--- src/rtl/alu_decode_stage.sv ---
// alu_decode_stage
// Registered RV32I decode stage for OP, OP-IMM, LUI and AUIPC. Produces ALU
// controls, operand selects, immediate and register indices for execute.
// One output register with a valid/ready handshake on each side; no skid
// buffer, so in_ready is combinational from the output side.
//
// Unsupported or malformed instructions are not dropped. They travel through
// the handshake with illegal=1, alu_op/a_sel/use_imm/imm/rs1/rs2 zeroed and
// reg_write=0. rd keeps the raw instr[11:7] field so a trap handler can see it.
// rs1 is only reported for OP/OP-IMM (LUI/AUIPC carry immediate bits there).
module alu_decode_stage #(
    parameter bit SUPPRESS_X0_WRITE = 1'b1,
    parameter bit CHECK_FUNCT7      = 1'b1
) (
    input  logic        clk,
    input  logic        rst,
    input  logic        in_valid,
    output logic        in_ready,
    input  logic [31:0] instr,
    input  logic [31:0] pc,
    input  logic        flush,
    output logic        out_valid,
    input  logic        out_ready,
    output logic [4:0]  alu_op,
    output logic [1:0]  a_sel,
    output logic        use_imm,
    output logic [31:0] imm,
    output logic [4:0]  rs1,
    output logic [4:0]  rs2,
    output logic [4:0]  rd,
    output logic        reg_write,
    output logic        illegal,
    output logic [31:0] pc_out
);

    localparam logic [6:0] OPC_OP     = 7'b0110011;
    localparam logic [6:0] OPC_OP_IMM = 7'b0010011;
    localparam logic [6:0] OPC_LUI    = 7'b0110111;
    localparam logic [6:0] OPC_AUIPC  = 7'b0010111;

    localparam logic [4:0] ALU_ADD   = 5'b00000;
    localparam logic [4:0] ALU_SUB   = 5'b00001;
    localparam logic [4:0] ALU_XOR   = 5'b00010;
    localparam logic [4:0] ALU_OR    = 5'b00011;
    localparam logic [4:0] ALU_AND   = 5'b00100;
    localparam logic [4:0] ALU_SLL   = 5'b00101;
    localparam logic [4:0] ALU_SRL   = 5'b00110;
    localparam logic [4:0] ALU_SRA   = 5'b00111;
    localparam logic [4:0] ALU_SLT   = 5'b01000;
    localparam logic [4:0] ALU_SLTU  = 5'b01001;
    localparam logic [4:0] ALU_ADDI  = 5'b01010;
    localparam logic [4:0] ALU_XORI  = 5'b01011;
    localparam logic [4:0] ALU_ORI   = 5'b01100;
    localparam logic [4:0] ALU_ANDI  = 5'b01101;
    localparam logic [4:0] ALU_SLLI  = 5'b01110;
    localparam logic [4:0] ALU_SRLI  = 5'b01111;
    localparam logic [4:0] ALU_SRAI  = 5'b10000;
    localparam logic [4:0] ALU_SLTI  = 5'b10001;
    localparam logic [4:0] ALU_SLTIU = 5'b10010;

    localparam logic [1:0] ASEL_RS1  = 2'd0;
    localparam logic [1:0] ASEL_PC   = 2'd1;
    localparam logic [1:0] ASEL_ZERO = 2'd2;

    // Instruction fields
    logic [6:0]  w_opcode;
    logic [2:0]  w_funct3;
    logic [6:0]  w_funct7;
    logic        w_alt;
    logic [31:0] w_imm_i;
    logic [31:0] w_imm_sh;
    logic [31:0] w_imm_u;

    assign w_opcode = instr[6:0];
    assign w_funct3 = instr[14:12];
    assign w_funct7 = instr[31:25];
    assign w_alt    = instr[30];
    assign w_imm_i  = {{20{instr[31]}}, instr[31:20]};
    assign w_imm_sh = {27'b0, instr[24:20]};
    assign w_imm_u  = {instr[31:12], 12'b0};

    // funct7 qualifiers. With checking off only bit30 matters, so every
    // funct7 pattern is accepted and bit30 alone picks the alternate op.
    logic w_f7_ok_plain;
    logic w_f7_ok_alt;

    assign w_f7_ok_plain = CHECK_FUNCT7 ? (w_funct7 == 7'h00) : 1'b1;
    assign w_f7_ok_alt   = CHECK_FUNCT7 ? ((w_funct7 == 7'h00) || (w_funct7 == 7'h20)) : 1'b1;

    // Decoded bundle before the output register
    logic [4:0]  w_alu_op;
    logic [1:0]  w_a_sel;
    logic        w_use_imm;
    logic [31:0] w_imm;
    logic [4:0]  w_rs1;
    logic [4:0]  w_rs2;
    logic [4:0]  w_rd;
    logic        w_legal;
    logic        w_reg_write;

    // Opcode / funct decode; illegal encodings are scrubbed at the end
    always_comb begin
        w_alu_op  = ALU_ADD;
        w_a_sel   = ASEL_RS1;
        w_use_imm = 1'b0;
        w_imm     = 32'b0;
        w_rs1     = 5'b0;
        w_rs2     = 5'b0;
        w_legal   = 1'b0;
        w_rd      = instr[11:7];

        case (w_opcode)
            OPC_OP: begin
                w_rs1 = instr[19:15];
                w_rs2 = instr[24:20];
                case (w_funct3)
                    3'b000: begin
                        w_alu_op = w_alt ? ALU_SUB : ALU_ADD;
                        w_legal  = w_f7_ok_alt;
                    end
                    3'b001: begin
                        w_alu_op = ALU_SLL;
                        w_legal  = w_f7_ok_plain;
                    end
                    3'b010: begin
                        w_alu_op = ALU_SLT;
                        w_legal  = w_f7_ok_plain;
                    end
                    3'b011: begin
                        w_alu_op = ALU_SLTU;
                        w_legal  = w_f7_ok_plain;
                    end
                    3'b100: begin
                        w_alu_op = ALU_XOR;
                        w_legal  = w_f7_ok_plain;
                    end
                    3'b101: begin
                        w_alu_op = w_alt ? ALU_SRA : ALU_SRL;
                        w_legal  = w_f7_ok_alt;
                    end
                    3'b110: begin
                        w_alu_op = ALU_OR;
                        w_legal  = w_f7_ok_plain;
                    end
                    default: begin
                        w_alu_op = ALU_AND;
                        w_legal  = w_f7_ok_plain;
                    end
                endcase
            end

            OPC_OP_IMM: begin
                w_rs1     = instr[19:15];
                w_use_imm = 1'b1;
                w_imm     = w_imm_i;
                w_legal   = 1'b1;
                case (w_funct3)
                    3'b000: w_alu_op = ALU_ADDI;
                    3'b010: w_alu_op = ALU_SLTI;
                    3'b011: w_alu_op = ALU_SLTIU;
                    3'b100: w_alu_op = ALU_XORI;
                    3'b110: w_alu_op = ALU_ORI;
                    3'b111: w_alu_op = ALU_ANDI;
                    3'b001: begin
                        w_alu_op = ALU_SLLI;
                        w_imm    = w_imm_sh;
                        w_legal  = w_f7_ok_plain;
                    end
                    default: begin
                        w_alu_op = w_alt ? ALU_SRAI : ALU_SRLI;
                        w_imm    = w_imm_sh;
                        w_legal  = w_f7_ok_alt;
                    end
                endcase
            end

            OPC_LUI: begin
                w_alu_op  = ALU_ADDI;
                w_a_sel   = ASEL_ZERO;
                w_use_imm = 1'b1;
                w_imm     = w_imm_u;
                w_legal   = 1'b1;
            end

            OPC_AUIPC: begin
                w_alu_op  = ALU_ADDI;
                w_a_sel   = ASEL_PC;
                w_use_imm = 1'b1;
                w_imm     = w_imm_u;
                w_legal   = 1'b1;
            end

            default: begin
                w_legal = 1'b0;
            end
        endcase

        if (!w_legal) begin
            w_alu_op  = ALU_ADD;
            w_a_sel   = ASEL_RS1;
            w_use_imm = 1'b0;
            w_imm     = 32'b0;
            w_rs1     = 5'b0;
            w_rs2     = 5'b0;
        end
    end

    assign w_reg_write = w_legal && (!SUPPRESS_X0_WRITE || (w_rd != 5'd0));

    // Handshake
    logic r_out_valid;
    logic w_in_ready;
    logic w_capture;

    assign w_in_ready = !r_out_valid || out_ready;
    assign w_capture  = in_valid && w_in_ready && !flush;

    // Output valid: flush wins, then capture, then drain on accept
    always_ff @(posedge clk or posedge rst) begin
        if (rst) begin
            r_out_valid <= 1'b0;
        end else if (flush) begin
            r_out_valid <= 1'b0;
        end else if (w_capture) begin
            r_out_valid <= 1'b1;
        end else if (out_ready) begin
            r_out_valid <= 1'b0;
        end
    end

    logic [4:0]  r_alu_op;
    logic [1:0]  r_a_sel;
    logic        r_use_imm;
    logic [31:0] r_imm;
    logic [4:0]  r_rs1;
    logic [4:0]  r_rs2;
    logic [4:0]  r_rd;
    logic        r_reg_write;
    logic        r_illegal;
    logic [31:0] r_pc;

    // Payload register: loads only on capture so a stalled bundle holds bit-exact
    always_ff @(posedge clk or posedge rst) begin
        if (rst) begin
            r_alu_op    <= 5'b0;
            r_a_sel     <= 2'b0;
            r_use_imm   <= 1'b0;
            r_imm       <= 32'b0;
            r_rs1       <= 5'b0;
            r_rs2       <= 5'b0;
            r_rd        <= 5'b0;
            r_reg_write <= 1'b0;
            r_illegal   <= 1'b0;
            r_pc        <= 32'b0;
        end else if (w_capture) begin
            r_alu_op    <= w_alu_op;
            r_a_sel     <= w_a_sel;
            r_use_imm   <= w_use_imm;
            r_imm       <= w_imm;
            r_rs1       <= w_rs1;
            r_rs2       <= w_rs2;
            r_rd        <= w_rd;
            r_reg_write <= w_reg_write;
            r_illegal   <= !w_legal;
            r_pc        <= pc;
        end
    end

    assign in_ready  = w_in_ready;
    assign out_valid = r_out_valid;
    assign alu_op    = r_alu_op;
    assign a_sel     = r_a_sel;
    assign use_imm   = r_use_imm;
    assign imm       = r_imm;
    assign rs1       = r_rs1;
    assign rs2       = r_rs2;
    assign rd        = r_rd;
    assign reg_write = r_reg_write;
    assign illegal   = r_illegal;
    assign pc_out    = r_pc;

endmodule
--- config.mk ---
export PLATFORM = sky130hd
export DESIGN_NAME = alu_decode_stage
export DESIGN_NICKNAME = d
export VERILOG_FILES = /design/src/rtl/alu_decode_stage.sv
export SDC_FILE = /design/constraint.sdc
export NUM_CORES = 1
export LEC_CHECK = 0
export CORE_MARGIN = 3
export CORE_UTILIZATION = 43
export DETAILED_ROUTE_END_ITERATION = 8
export GPL_TIMING_DRIVEN = 0
export PLACE_DENSITY = 0.8
export SYNTH_ARGS = -nofsm -noshare
export SYNTH_HDL_FRONTEND = slang
export SYNTH_SLANG_ARGS = --single-unit
--- constraint.sdc ---
create_clock -name clk -period 3.9 [get_ports clk]
set_clock_uncertainty 0.2 [all_clocks]
set_input_delay 1.17 -clock clk [delete_from_list [all_inputs] [get_ports clk]]
set_output_delay 1.17 -clock clk [all_outputs]
set_load 0.005 [all_outputs]
==> impl_metrics.toml <==
[setup_path]
reg2reg_depth = 6
critPathMaxFanout = 3
worst_setup_path_start_kind = "primary input"
critical_path_required_ns = 2.53
crit_path_cell_trace = "clkdlybuf4s50_1, nor2b_1, inv_1, clkdlybuf4s50_1"
worst_setup_path_end_kind = "primary output"
cp_num_buf_inv = 3
r2r-end = "imm[12]"
rr_startpoint = "out_valid"
cp_common_cell = "clkdlybuf4s50_1"
cp_top_family = "buffers and inverters"
path_class = "in2out"
ff2ff_setup_slack_ns = 1.89
slowest_stage = "clkdlybuf4s50_1"
slowest_delay_ns = 0.46
cp_data_arrival_time_ns = 2.34

[detailed_routing]
drt-wirelength-per-cell_um = 15.9
first_pass_iters = 4
vias_per_cell = 5.05
vias = 3477
drt-initial-drc-count = 122
routed_wl_um = 10900
remaining_drc_errors = 0
ant_nets = 0

[cts]
postCtsSetupBuffers = 0
clock_sinks = 90
tritoncts = "done"
insertion_delay_ns = 0.35
cts-root-buf = "clkbuf_8"
clk_pin_slew_ns = 0.09
hold_buffers = 0
ctsResizeCount = 0
numCtsBuffers = 9
cts_buffer_depth = 2
h-tree-depth = 3

[synthesis]
synthArstFlopShare_pct = 100
synth-seq-cells = 90
yosysSeqAreaShare_pct = 58.3
synth_most_common_cell = "nand2_1"
synthTopCellsByCount = "nand2_1 (162), dfrtp_1 (90), nand3_1 (44)"
synthTopCellsByArea = "dfrtp_1 (58%), nand2_1 (16%), nand3_1 (5.7%), buf_2 (2.3%), o21ai_2 (2.0%)"
syn_area_mm2 = 0.00386
synth-main-ff-cell = "dfrtp_1"
synthDistinctLibCells = 41
netlist_instances = 408
yosys.area.top_type = "dfrtp_1"
synth_warnings = 0
synth_edf_count = 0
syn-num-nets = 477
synth_top_area_share_pct = 58.3
synth_area_per_cell_um2 = 9.47

[placed_design]
placed_cell_area_mm2 = 0.00561
dp_hpwl_um = 8400
place_ws_ns = 0.194
place_congestion = 0.841
portBuffers = 158

[grt]
overflow = 0
grt_pass1_vias = 3527
grt_pass1_wl_um = 17600
antenna_found_initial = 0
track_usage_pct = 22.0
grt_max_degree = 50

[floorplan]
coreArea_mm2 = 0.00846
start_util_pct = 45.6
rows = 33
dieHeight_um = 101
die_w_um = 101
dieArea_mm2 = 0.0102
ioPinCount = 160

[worst_hold_path]
hold_start = "a_sel[1]"
min_to = "a_sel[1]"
whs_path_depth = 2
hp-class = "reg2reg"

[layout]
area_growth_pct = 51.0
design_area_mm2 = 0.00583
antenna_cells = 0
nets = 647
drive_gt1_share_pct = 9.78

[sta]
report.final.hold_viol_count = 0
timing.final.crit_period_ns = 3.71
slew-limit-headroom_pct = 63.4
rsz0062_at_grt = "no"
whs_ns = 0.277
finalSetupViolations = 0
maxSlewViolCount = 0
worst_slew_pin_slew_ns = 0.549
setup_ws_ns = 0.194
clock.fmax_ghz = 0.270
min_period_over_period_pct = 95.0

[run]
max_cap_viol_count = 0

[power]
ir_worst_vdd_mv = 0.225
power_density_mw_per_mm2 = 362
power_uw = 2110
leakagePower_uw = 0.00273

[run_status]
outcome = "finished, final reports clean"
## how the worst max path moves through the flow
| stage | from | cells after the start | slack (ns) | endpoint |
|---|---|---|---|---|
| 2_1_floorplan | rst | 1 | 0.19 | a_sel[0] |
| 3_3_place_gp | rst | 2 | -1.08 | pc_out[7] |
| 3_5_place_dp | out_ready | 4 | 0.19 | in_ready |
| 4_1_cts | out_ready | 4 | 0.19 | in_ready |
| 5_1_grt | out_ready | 4 | 0.13 | in_ready |
| 6_report | out_ready | 4 | 0.19 | in_ready |
## through the flow
step	TNS (ns)	std cells	utilization, %
floorplan	0	408	-
global placement	-97.34	671	65.9
detailed placement	0	672	66.2
CTS	0	688	68.9
global route	0	688	68.9
finish	0	688	68.9
## placed cells by master (no fill, tap or decap), types with 4 or more instances in the layout
| cell | synthesis | layout |
|---|---|---|
| nor2_1 | 7 | 7 |
| o21ai_0 | 4 | 4 |
| clkbuf_1 | 5 | 5 |
| a22o_1 | 8 | 8 |
| nand3_1 | 44 | 44 |
| dfrtp_1 | 90 | 90 |
| mux2i_1 | 5 | 5 |
| clkdlybuf4s50_1 | 0 | 158 |
| o31ai_1 | 8 | 8 |
| o21ai_2 | 9 | 9 |
| nand2_1 | 162 | 162 |
| inv_1 | 10 | 9 |
| buf_2 | 18 | 18 |
| clkbuf_8 | 0 | 10 |
## per-layer routing
| metal | vias to the layer above | GRT usage [%] | part of all wire, % |
|---|---|---|---|
| met5 | - | 0 | 0 |
| met4 | 0 | 8.08 | 1.8 |
| met3 | 18 | 3.67 | 6.8 |
| met2 | 129 | 36.7 | 49 |
| met1 | 1652 | 28.8 | 43 |
| li1 | 1678 | - | - |
## kinds of logic after synthesis
group / Yosys count / synth area share, %
mux: 6 / 1.59
simple gates: 233 / 26.8
flops: 90 / 58.3
compound gates: 43 / 8.91
buf+inv: 36 / 4.37
## worst reg2reg max path, cell delays in order, from the launching register on
cell and delay [ns]:
dfrtp_1 0.39, nor2b_1 0.16, nor3b_2 0.27, buf_2 0.32, buf_1 0.35, nand3_1 0.14, nand3_1 0.10
## power by group
part | total, uW | switching (uW) | leakage [uW] | internal (uW)
sequential | 1030 | 33.2 | 0.00119 | 995
combinational | 373 | 158 | 0.00143 | 215
clock | 712 | 332 | 0.000112 | 380
## registers in the layout, indices dropped and copies added (netlist names)
name,flops
rd,5
alu_op,5
use_imm,1
out_valid,1
reg_write,1
a_sel,2
pc_out,32
imm,32
rs1,5
illegal,1
rs2,5
## final cells by class
cell class                 instances  area [um2]
fill                             667        2630
sequential                        90        2250
timing repair buffer             159        1610
multi-input combinational        282        1440
clock buffer                      10         138
buffer                            26         131
tap                              105         131
clock inverter                     6        90.1
inverter                          10        40.0
No activity file was read; power rests on OpenSTA's default activity.
